### src/rtl/radar_sweep_scheduler.sv
// Radar sweep scheduler: waits for calibration, syncs to ARP, tracks ACP azimuth and
// queues one {azimuth, index} request per TRIG. Define RADAR_SWEEP_SCHED_WATCHDOG_EN for the ARP watchdog.
module radar_sweep_scheduler #(
    parameter int unsigned DATA_WIDTH = 32,
    parameter int unsigned AZ_WIDTH   = 16,
    parameter int unsigned FIFO_DEPTH = 4
) (
    input  logic                  S_AXIS_ACLK,
    input  logic                  S_AXIS_ARESETN,
    input  logic                  ENABLE,
    input  logic                  CALIBRATED,
    input  logic [DATA_WIDTH-1:0] RADAR_ACP_CNT,
    input  logic [DATA_WIDTH-1:0] RADAR_ARP_US,
    input  logic [DATA_WIDTH-1:0] RADAR_TRIG_US,
    input  logic                  RADAR_ARP_PE,
    input  logic                  RADAR_ACP_PE,
    input  logic                  RADAR_TRIG_PE,
    input  logic                  USEC_PE,
    output logic                  SWEEP_VALID,
    input  logic                  SWEEP_READY,
    output logic [AZ_WIDTH-1:0]   SWEEP_AZ,
    output logic [DATA_WIDTH-1:0] SWEEP_IDX,
    output logic [DATA_WIDTH-1:0] SWEEP_LEN_US,
    output logic                  ACTIVE,
    output logic [DATA_WIDTH-1:0] DROP_CNT,
    output logic                  AZ_OVF,
    output logic                  ARP_LOST
);
    localparam int unsigned PTR_W = $clog2(FIFO_DEPTH);
    localparam int unsigned CW    = DATA_WIDTH + 1;

    typedef enum logic [1:0] {IDLE, SYNC, RUN} state_t;

    state_t                state, state_d;
    logic [AZ_WIDTH-1:0]   az_mem  [FIFO_DEPTH];
    logic [DATA_WIDTH-1:0] idx_mem [FIFO_DEPTH];
    logic [PTR_W-1:0]      wr_ptr, wr_d, rd_ptr, rd_d;
    logic [PTR_W:0]        count, count_d;
    logic [DATA_WIDTH-1:0] idx, idx_d, idx_push;
    logic [DATA_WIDTH-1:0] drop_cnt, drop_d, len, len_d;
    logic [AZ_WIDTH-1:0]   az, az_d, az_next;
    logic [CW-1:0]         az_inc;
    logic                  az_wrap, az_ovf, ovf_d;
    logic                  sweep_valid, active;
    logic                  exit_req, enter_run, live, full;
    logic                  pop, trig_req, push, drop;
    logic                  timeout;

`ifdef RADAR_SWEEP_SCHED_WATCHDOG_EN
    logic [DATA_WIDTH-1:0] usec_cnt;
    logic                  arp_lost;

    // Limit is doubled in one extra bit so large ARP periods cannot wrap.
    assign timeout  = (state == RUN) && (CW'(usec_cnt) > {RADAR_ARP_US, 1'b0});
    assign ARP_LOST = arp_lost;

    always_ff @(posedge S_AXIS_ACLK or negedge S_AXIS_ARESETN) begin
        if (!S_AXIS_ARESETN) begin
            usec_cnt <= '0;
            arp_lost <= 1'b0;
        end else begin
            if (!exit_req && timeout)
                arp_lost <= 1'b1;
            else if (enter_run)
                arp_lost <= 1'b0;

            if (enter_run || (state == RUN && RADAR_ARP_PE) || state != RUN)
                usec_cnt <= '0;
            else if (USEC_PE && usec_cnt != '1)
                usec_cnt <= usec_cnt + DATA_WIDTH'(1);
        end
    end
`else
    logic unused_watchdog;

    assign timeout         = 1'b0;
    assign unused_watchdog = ^{RADAR_ARP_US, USEC_PE};
    assign ARP_LOST        = 1'b0;
`endif

    assign exit_req  = !ENABLE || !CALIBRATED;
    assign enter_run = (state == SYNC) && RADAR_ARP_PE && !exit_req;
    assign live      = (state == RUN) || enter_run;
    assign full      = (count == (PTR_W + 1)'(FIFO_DEPTH));
    assign pop       = sweep_valid && SWEEP_READY;
    assign trig_req  = RADAR_TRIG_PE && live && !exit_req && !timeout;
    assign push      = trig_req && (!full || pop);
    assign drop      = trig_req && full && !pop;
    assign idx_push  = enter_run ? '0 : idx;

    always_comb begin
        az_inc  = CW'(az) + CW'(1);
        az_wrap = 1'b0;
        if (RADAR_ARP_PE) begin
            az_next = RADAR_ACP_PE ? AZ_WIDTH'(1) : '0;
        end else if (RADAR_ACP_PE) begin
            if (az_inc >= CW'(RADAR_ACP_CNT)) begin
                az_next = AZ_WIDTH'(RADAR_ACP_CNT - DATA_WIDTH'(1));
                az_wrap = 1'b1;
            end else begin
                az_next = AZ_WIDTH'(az_inc);
            end
        end else begin
            az_next = az;
        end
    end

    always_comb begin
        state_d = state;
        count_d = count;
        wr_d    = wr_ptr;
        rd_d    = rd_ptr;
        idx_d   = idx;
        az_d    = az;
        ovf_d   = az_ovf;
        drop_d  = drop_cnt;
        len_d   = len;
        if (exit_req) begin
            state_d = IDLE;
            count_d = '0;
            wr_d    = '0;
            rd_d    = '0;
        end else if (timeout) begin
            state_d = SYNC;
            count_d = '0;
            wr_d    = '0;
            rd_d    = '0;
        end else begin
            if (state == IDLE)
                state_d = SYNC;
            if (enter_run) begin
                state_d = RUN;
                len_d   = RADAR_TRIG_US;
                ovf_d   = 1'b0;
                idx_d   = '0;
            end
            // The entry ARP goes through the same azimuth/push path as any RUN cycle.
            if (live) begin
                az_d = az_next;
                if (az_wrap)
                    ovf_d = 1'b1;
                if (push) begin
                    wr_d  = wr_ptr + PTR_W'(1);
                    idx_d = idx_push + DATA_WIDTH'(1);
                end
                if (pop)
                    rd_d = rd_ptr + PTR_W'(1);
                if (push && !pop)
                    count_d = count + (PTR_W + 1)'(1);
                else if (pop && !push)
                    count_d = count - (PTR_W + 1)'(1);
                if (drop && drop_cnt != '1)
                    drop_d = drop_cnt + DATA_WIDTH'(1);
            end
        end
    end

    always_ff @(posedge S_AXIS_ACLK or negedge S_AXIS_ARESETN) begin
        if (!S_AXIS_ARESETN) begin
            state       <= IDLE;
            count       <= '0;
            wr_ptr      <= '0;
            rd_ptr      <= '0;
            idx         <= '0;
            az          <= '0;
            az_ovf      <= 1'b0;
            drop_cnt    <= '0;
            len         <= '0;
            sweep_valid <= 1'b0;
            active      <= 1'b0;
            for (int unsigned i = 0; i < FIFO_DEPTH; i++) begin
                az_mem[i]  <= '0;
                idx_mem[i] <= '0;
            end
        end else begin
            state       <= state_d;
            count       <= count_d;
            wr_ptr      <= wr_d;
            rd_ptr      <= rd_d;
            idx         <= idx_d;
            az          <= az_d;
            az_ovf      <= ovf_d;
            drop_cnt    <= drop_d;
            len         <= len_d;
            sweep_valid <= (count_d != '0);
            active      <= (state_d == RUN);
            if (push) begin
                az_mem[wr_ptr]  <= az_next;
                idx_mem[wr_ptr] <= idx_push;
            end
        end
    end

    assign SWEEP_VALID  = sweep_valid;
    assign SWEEP_AZ     = az_mem[rd_ptr];
    assign SWEEP_IDX    = idx_mem[rd_ptr];
    assign SWEEP_LEN_US = len;
    assign ACTIVE       = active;
    assign DROP_CNT     = drop_cnt;
    assign AZ_OVF       = az_ovf;
endmodule
### config.mk
export PLATFORM = sky130hd
export DESIGN_NAME = radar_sweep_scheduler
export DESIGN_NICKNAME = d
export VERILOG_FILES = /design/src/rtl/radar_sweep_scheduler.sv
export SDC_FILE = /design/constraint.sdc
export NUM_CORES = 1
export LEC_CHECK = 0
export ABC_CLOCK_PERIOD_IN_PS = 3400
export CAP_MARGIN = 0
export CORE_ASPECT_RATIO = 1.2
export CORE_MARGIN = 2
export CORE_UTILIZATION = 40
export CTS_BUF_LIST = sky130_fd_sc_hd__clkbuf_16
export DETAILED_ROUTE_END_ITERATION = 8
export SLEW_MARGIN = 20
export SYNTH_ARGS = -nofsm -noshare
export SYNTH_HDL_FRONTEND = slang
export SYNTH_SLANG_ARGS = --single-unit
export TNS_END_PERCENT = 20
### constraint.sdc
create_clock -name S_AXIS_ACLK -period 3.4 [get_ports S_AXIS_ACLK]
set_input_delay 0.34 -clock S_AXIS_ACLK [delete_from_list [all_inputs] [get_ports S_AXIS_ACLK]]
set_output_delay 0.34 -clock S_AXIS_ACLK [all_outputs]
set_load 0.005 [all_outputs]
# Word-level counts from Yosys, hierarchy flattened
# Cells that the tools add are included.
[word_totals]
n_memories = 0
mem_bits_rw = 0
mem_bits_ro = 0
latch_bits = 0
reg_bits = 316
[op_classes]
order_cmp = 4
eq_ne = 5
div_mod_pow = 0
bitwise = 3
addsub = 8
n_reduce_logical = 31
mul = 0
mux = 38
n_shift = 0
[op_table]
columns = ["cell", "count"]
rows = [
  ["$mux W32", 6],
  ["$bwmux W128", 1],
  ["$mux W16", 6],
  ["$add A32 B1 Y32 const B", 2],
  ["$bmux W32 S2", 1],
  ["$bwmux W64", 1],
  ["$demux W32 S2", 1],
  ["$bmux W16 S2", 1],
  ["$demux W16 S2", 1],
  ["$ge A17 B32 Y1", 1],
  ["$ne A32 B32 Y1 const B", 1],
  ["$mux W2", 9],
  ["$add A16 B1 Y17 const B", 1],
  ["$sub A16 B1 Y16 const B", 1],
  ["$logic_and A1 B1 Y1", 12],
  ["$mux W3", 4],
  ["$reduce_and A2 Y1", 4],
  ["$mux W1", 7],
  ["$ge A3 B3 Y1 const B", 2],
  ["$logic_not A1 Y1", 6],
  ["$not A2 Y3", 2],
  ["$reduce_bool A2 Y1", 3],
  ["$add A2 B1 Y2 const B", 2],
  ["$eq A2 B2 Y1 const B", 2],
  ["10 further kinds", 12],
]

# Logic depth before layout (Yosys ltp)
[depth]
depth_word = 15
mapped_depth = 14
depth_no_buf = 11

# Worst setup path before layout
# Ideal clock, no wire load.
[synth_timing]
kind = "register to register"
from = "register az[2]"
to = "register az[1]"
period_less_slack_ps = 3359
t_required_ps = 3278
n_path_buf = 3
setup_time_ps = 122
stages_incl_launch_ff = 15
path_slack_ps = 41
t_arrival_ps = 3238
cell_sequence = "dfrtp_1 -> buf_2 -> and4_1 -> nand4_1 -> or3_1 -> nand2_1 -> ha_1 -> a211oi_1 -> o21ai_0 -> a221o_1 -> o21a_1 -> buf_6 -> buf_8 -> or2_2 -> a32o_1"
[synth_via]
elab_chain_len = 5
[synth_rtl]
columns = ["item", "line", "source"]
rows = [
  ["start, declared", "41", "logic [AZ_WIDTH-1:0] az, az_d, az_next;"],
  ["start signal, assigned", "181", "az <= az_d;"],
  ["$add A16 B1 Y17", "92", "az_inc = CW'(az) + CW'(1);"],
  ["$ge A17 B32 Y1", "97", "if (az_inc >= CW'(RADAR_ACP_CNT)) begin"],
  ["$mux W16", "97", ""],
  ["$mux W16", "96", "end else if (RADAR_ACP_PE) begin"],
  ["$mux W16", "94", "if (RADAR_ARP_PE) begin"],
]
# Every way passes these cells.
# A chain may end at the register's enable or synchronous reset.

# Worst setup path after layout
[layout_timing]
from = "register az[6]"
to = "register az_mem[22] (netlist name)"
[layout_via]
elab_chain_len = 6
[layout_rtl]
columns = ["item", "line", "source"]
rows = [
  ["$add A16 B1 Y17", "92", ""],
  ["$ge A17 B32 Y1", "97", ""],
  ["$mux W16", "97", ""],
  ["$mux W16 *", "96", ""],
  ["$mux W16 *", "94", ""],
  ["$bwmux W64 *", "188", "az_mem[wr_ptr] <= az_next;"],
  ["end signal, assigned by index", "188", ""],
  ["end, declared", "35", "logic [AZ_WIDTH-1:0] az_mem [FIFO_DEPTH];"],
]
# Every way passes the cells marked *; elsewhere a longest branch is shown, timed or not.

==> impl_metrics.yaml <==
outcome:
  outcome: "finished clean"
worst_setup_path:
  cp_cell_sequence: "and4_4, nand4_1, buf_4, nor2_4, xor2_1, ha_1, nand4_1, nor4_1, a221o_1, o21a_4, buf_12, clkbuf_16, mux2i_1, buf_4, o31ai_1"
  cp.buffers_inverters: 4
  crit_path_top_delay_cell: "dfrtp_1"
  reg2reg_depth: 15
  timing.rr.start: "az[6]"
  start_kind: "register"
  path_delay_family: "compound AO/OA/AOI/OAI gates"
  path_max_fanout: 12
  reg2reg_to: "az_mem[22]"
  critPathRequiredTime_ps: 3840
  worstPathArrival_ps: 3710
  regToRegSetupSlack_ps: 130
  slowest_delay_ps: 380
  path_class: "register to register"
  crit_path_end_kind: "register"
cts:
  clockBufferDepth: 3
  ctsHtreeMaxLevel: 2
  clk_pin_slew_ps: 60
  cts_tree: "done"
  cts-root-buf: "clkbuf_16"
  numCtsBuffers: 36
  cts_sinks: 316
  worst_skew_pair.late_latency_ps: 530
routing:
  drtAntennaViolNets: 0
  vias_per_cell: 5.39
  drt_first_pass_iters: 5
  drc: 0
  vias: 12100
  drt_first_iter_violations: 660
  wl_um: 39900
  wl_per_cell_um: 17.7
floorplan:
  core_area_um2: 37700
  rows: 78
  io_pins: 221
  dieArea_um2: 39700
  initial_core_util_pct: 40.5
  die_w_um: 182
  die_h_um: 218
placement:
  gp_congestion: 0.851
  dp.cells: 2182
  dpl.hpwl_um: 27500
  io_buffers: 186
  pre_cts_slack_ps: 56.7
hold_path:
  hold_path_depth: 3
  min_to: "SWEEP_LEN_US[29]"
  hp-start: "RADAR_TRIG_US[29]"
  min_path_type: "input port to register"
global_routing:
  grt_overflow: 0
  grt_usage_pct: 20.4
  grt_pass1_wl_um: 65300
  antenna_found_initial: 0
  grt_pass1_vias: 12300
  grt_max_degree: 96
synth:
  syn_nets: 1667
  ys_seq_area_share_pct: 51.9
  syn_avg_cell_area_um2: 9.94
  synth_ff_type: "dfrtp_1"
  synth-edff-count: 0
  ys_types: 59
  synthArstFlopShare_pct: 100
  synth.cell_area_um2: 15200
  ys_ff_latch: 316
  yosys_warnings: 0
  synthCells: 1534
sta:
  hold_viol_final: 0
  fin_ws_ps: 126
  finalCriticalPeriod_ps: 3270
  setup_viol: 0
  finalSetupTns_ps: 0
  finalCritPeriodShare_pct: 96.3
  worst_pin_slew_ps: 845
  clock_skew_ps: 29.9
  max_freq_mhz: 305
  drv_slew: 0
  maxSlewHeadroom_pct: 43.6
  hold-worst-slack_ps: 336
finish:
  diodes: 0
  multi_input_area_um2: 6960
  stdcell_count: 2252
  syn_to_final_growth_pct: 26.4
  final_util_pct: 51.1
  drive_above_1_share_pct: 11.8
  fill_cells: 3460
  fin_nets: 1878
  final_common_cell: "nand2_1"
  layout_common_cells: "nand2_1 (353), dfrtp_1 (314), clkdlybuf4s50_1 (185)"
  ff_latch_area_um2: 7910
power_and_ir_drop:
  ir_drop_mv: 0.443
  p_leak_nw: 8.30
  powerDensity_nw_per_um2: 446
run:
  drv_cap: 0
## routing by layer
metal | share of wire (%) | global-route usage [%] | vias up
li1 | - | - | 5795
met1 | 43 | 26.4 | 5978
met5 | 0 | 0 | -
met2 | 50 | 35.5 | 292
met4 | 2.7 | 6.56 | 0
met3 | 4.1 | 2.96 | 72
## sequential cells by signal, summed over array words and instances (netlist names)
signal	flops
ACTIVE	1
az_mem	64
state	2
count	3
wr_ptr	2
SWEEP_VALID	1
DROP_CNT	32
idx_mem	128
AZ_OVF	1
idx	32
SWEEP_LEN_US	32
az	16
rd_ptr	2
## repair_timing
item                                    CTS  global route
endpoints found under the setup margin    0            72
endpoints found under the hold margin    91             0
resized for setup                         0            19
setup buffers                             0             3
hold buffers                              1             0
## worst reg2reg max path, cell delays in order, from the launching register on
cell and delay (ps):
dfrtp_1 380, and4_4 240, nand4_1 180, buf_4 220, nor2_4 70, xor2_1 190
ha_1 290, nand4_1 140, nor4_1 80, a221o_1 360, o21a_4 250, buf_12 130
clkbuf_16 160, mux2i_1 120, buf_4 160, o31ai_1 230
## logic make-up after synthesis
logic type	count (synthesis)	share of synthesized area (%)
flops	316	51.9
other cells	1	0.0246
mux	73	8.76
compound gates	317	11.9
fa+ha+maj	28	2.30
buf+inv	120	3.17
simple gates	607	17.9
xor+xnor	72	4.14
## final cells by class
cell class | count | area share [%]
sequential | 316 | 41.1
timing repair buffer | 257 | 13.1
tap | 480 | 3.12
inverter | 36 | 0.701
clock buffer | 36 | 4.68
clock inverter | 29 | 1.17
multi-input combinational | 1098 | 36.1
## cell usage after synthesis, drive strengths merged (2+ instances only)
library cell / instances / share of area (%)
mux2i: 22 / 1.4
a21oi: 36 / 1.2
mux4: 48 / 7.1
xnor2: 43 / 2.5
or3: 7 / 0.32
nor4: 8 / 0.47
a31oi: 38 / 1.6
o21ai: 185 / 6.1
a21o: 2 / 0.098
or4: 8 / 0.39
nand2b: 4 / 0.16
o211ai: 11 / 0.54
nor3: 18 / 0.74
o21a: 4 / 0.20
a211o: 2 / 0.11
nand3: 42 / 1.4
a22o: 3 / 0.17
nor2b: 3 / 0.12
and3: 20 / 0.85
inv: 36 / 0.89
mux2: 3 / 0.22
a211oi: 3 / 0.21
a311oi: 2 / 0.11
nor3b: 2 / 0.098
nor2: 88 / 2.2
xor2: 29 / 1.7
o31ai: 25 / 1.2
clkbuf: 59 / 1.5
nand4: 31 / 1.4
or2: 4 / 0.16
ha: 28 / 2.3
dfrtp: 316 / 52
and2: 9 / 0.37
nand2: 354 / 8.7
buf: 25 / 0.83
and4: 6 / 0.34
## metrics by stage
| stage | total power, mW | cell area (um^2) |
|---|---|---|
| final | 8.59 | 19300 |
| after global routing | 8.96 | 19300 |
| after CTS | 8.69 | 19100 |
| after detailed placement | 4.93 | 18000 |
| after global placement | 4.91 | 18000 |
| after floorplan | 4.37 | 15200 |
## worst max-delay path by stage
stage                from         end  depth (start not counted)
floorplan           az[2]       az[1]                         14
global placement    az[2]  az_mem[51]                         13
detailed placement  az[2]  az_mem[51]                         13
CTS                 az[2]  az_mem[51]                         13
global route        az[1]  az_mem[51]                         13
finish              az[6]  az_mem[22]                         15
## power breakdown
group	leakage, nW	internal (mW)	total (mW)	switching [mW]
sequential	4.35	3.90	3.98	0.0827
clock	0.583	2.16	3.72	1.56
combinational	3.37	0.467	0.883	0.416
total	8.30	6.53	8.59	2.05
Power figures use the tool's default switching activity.
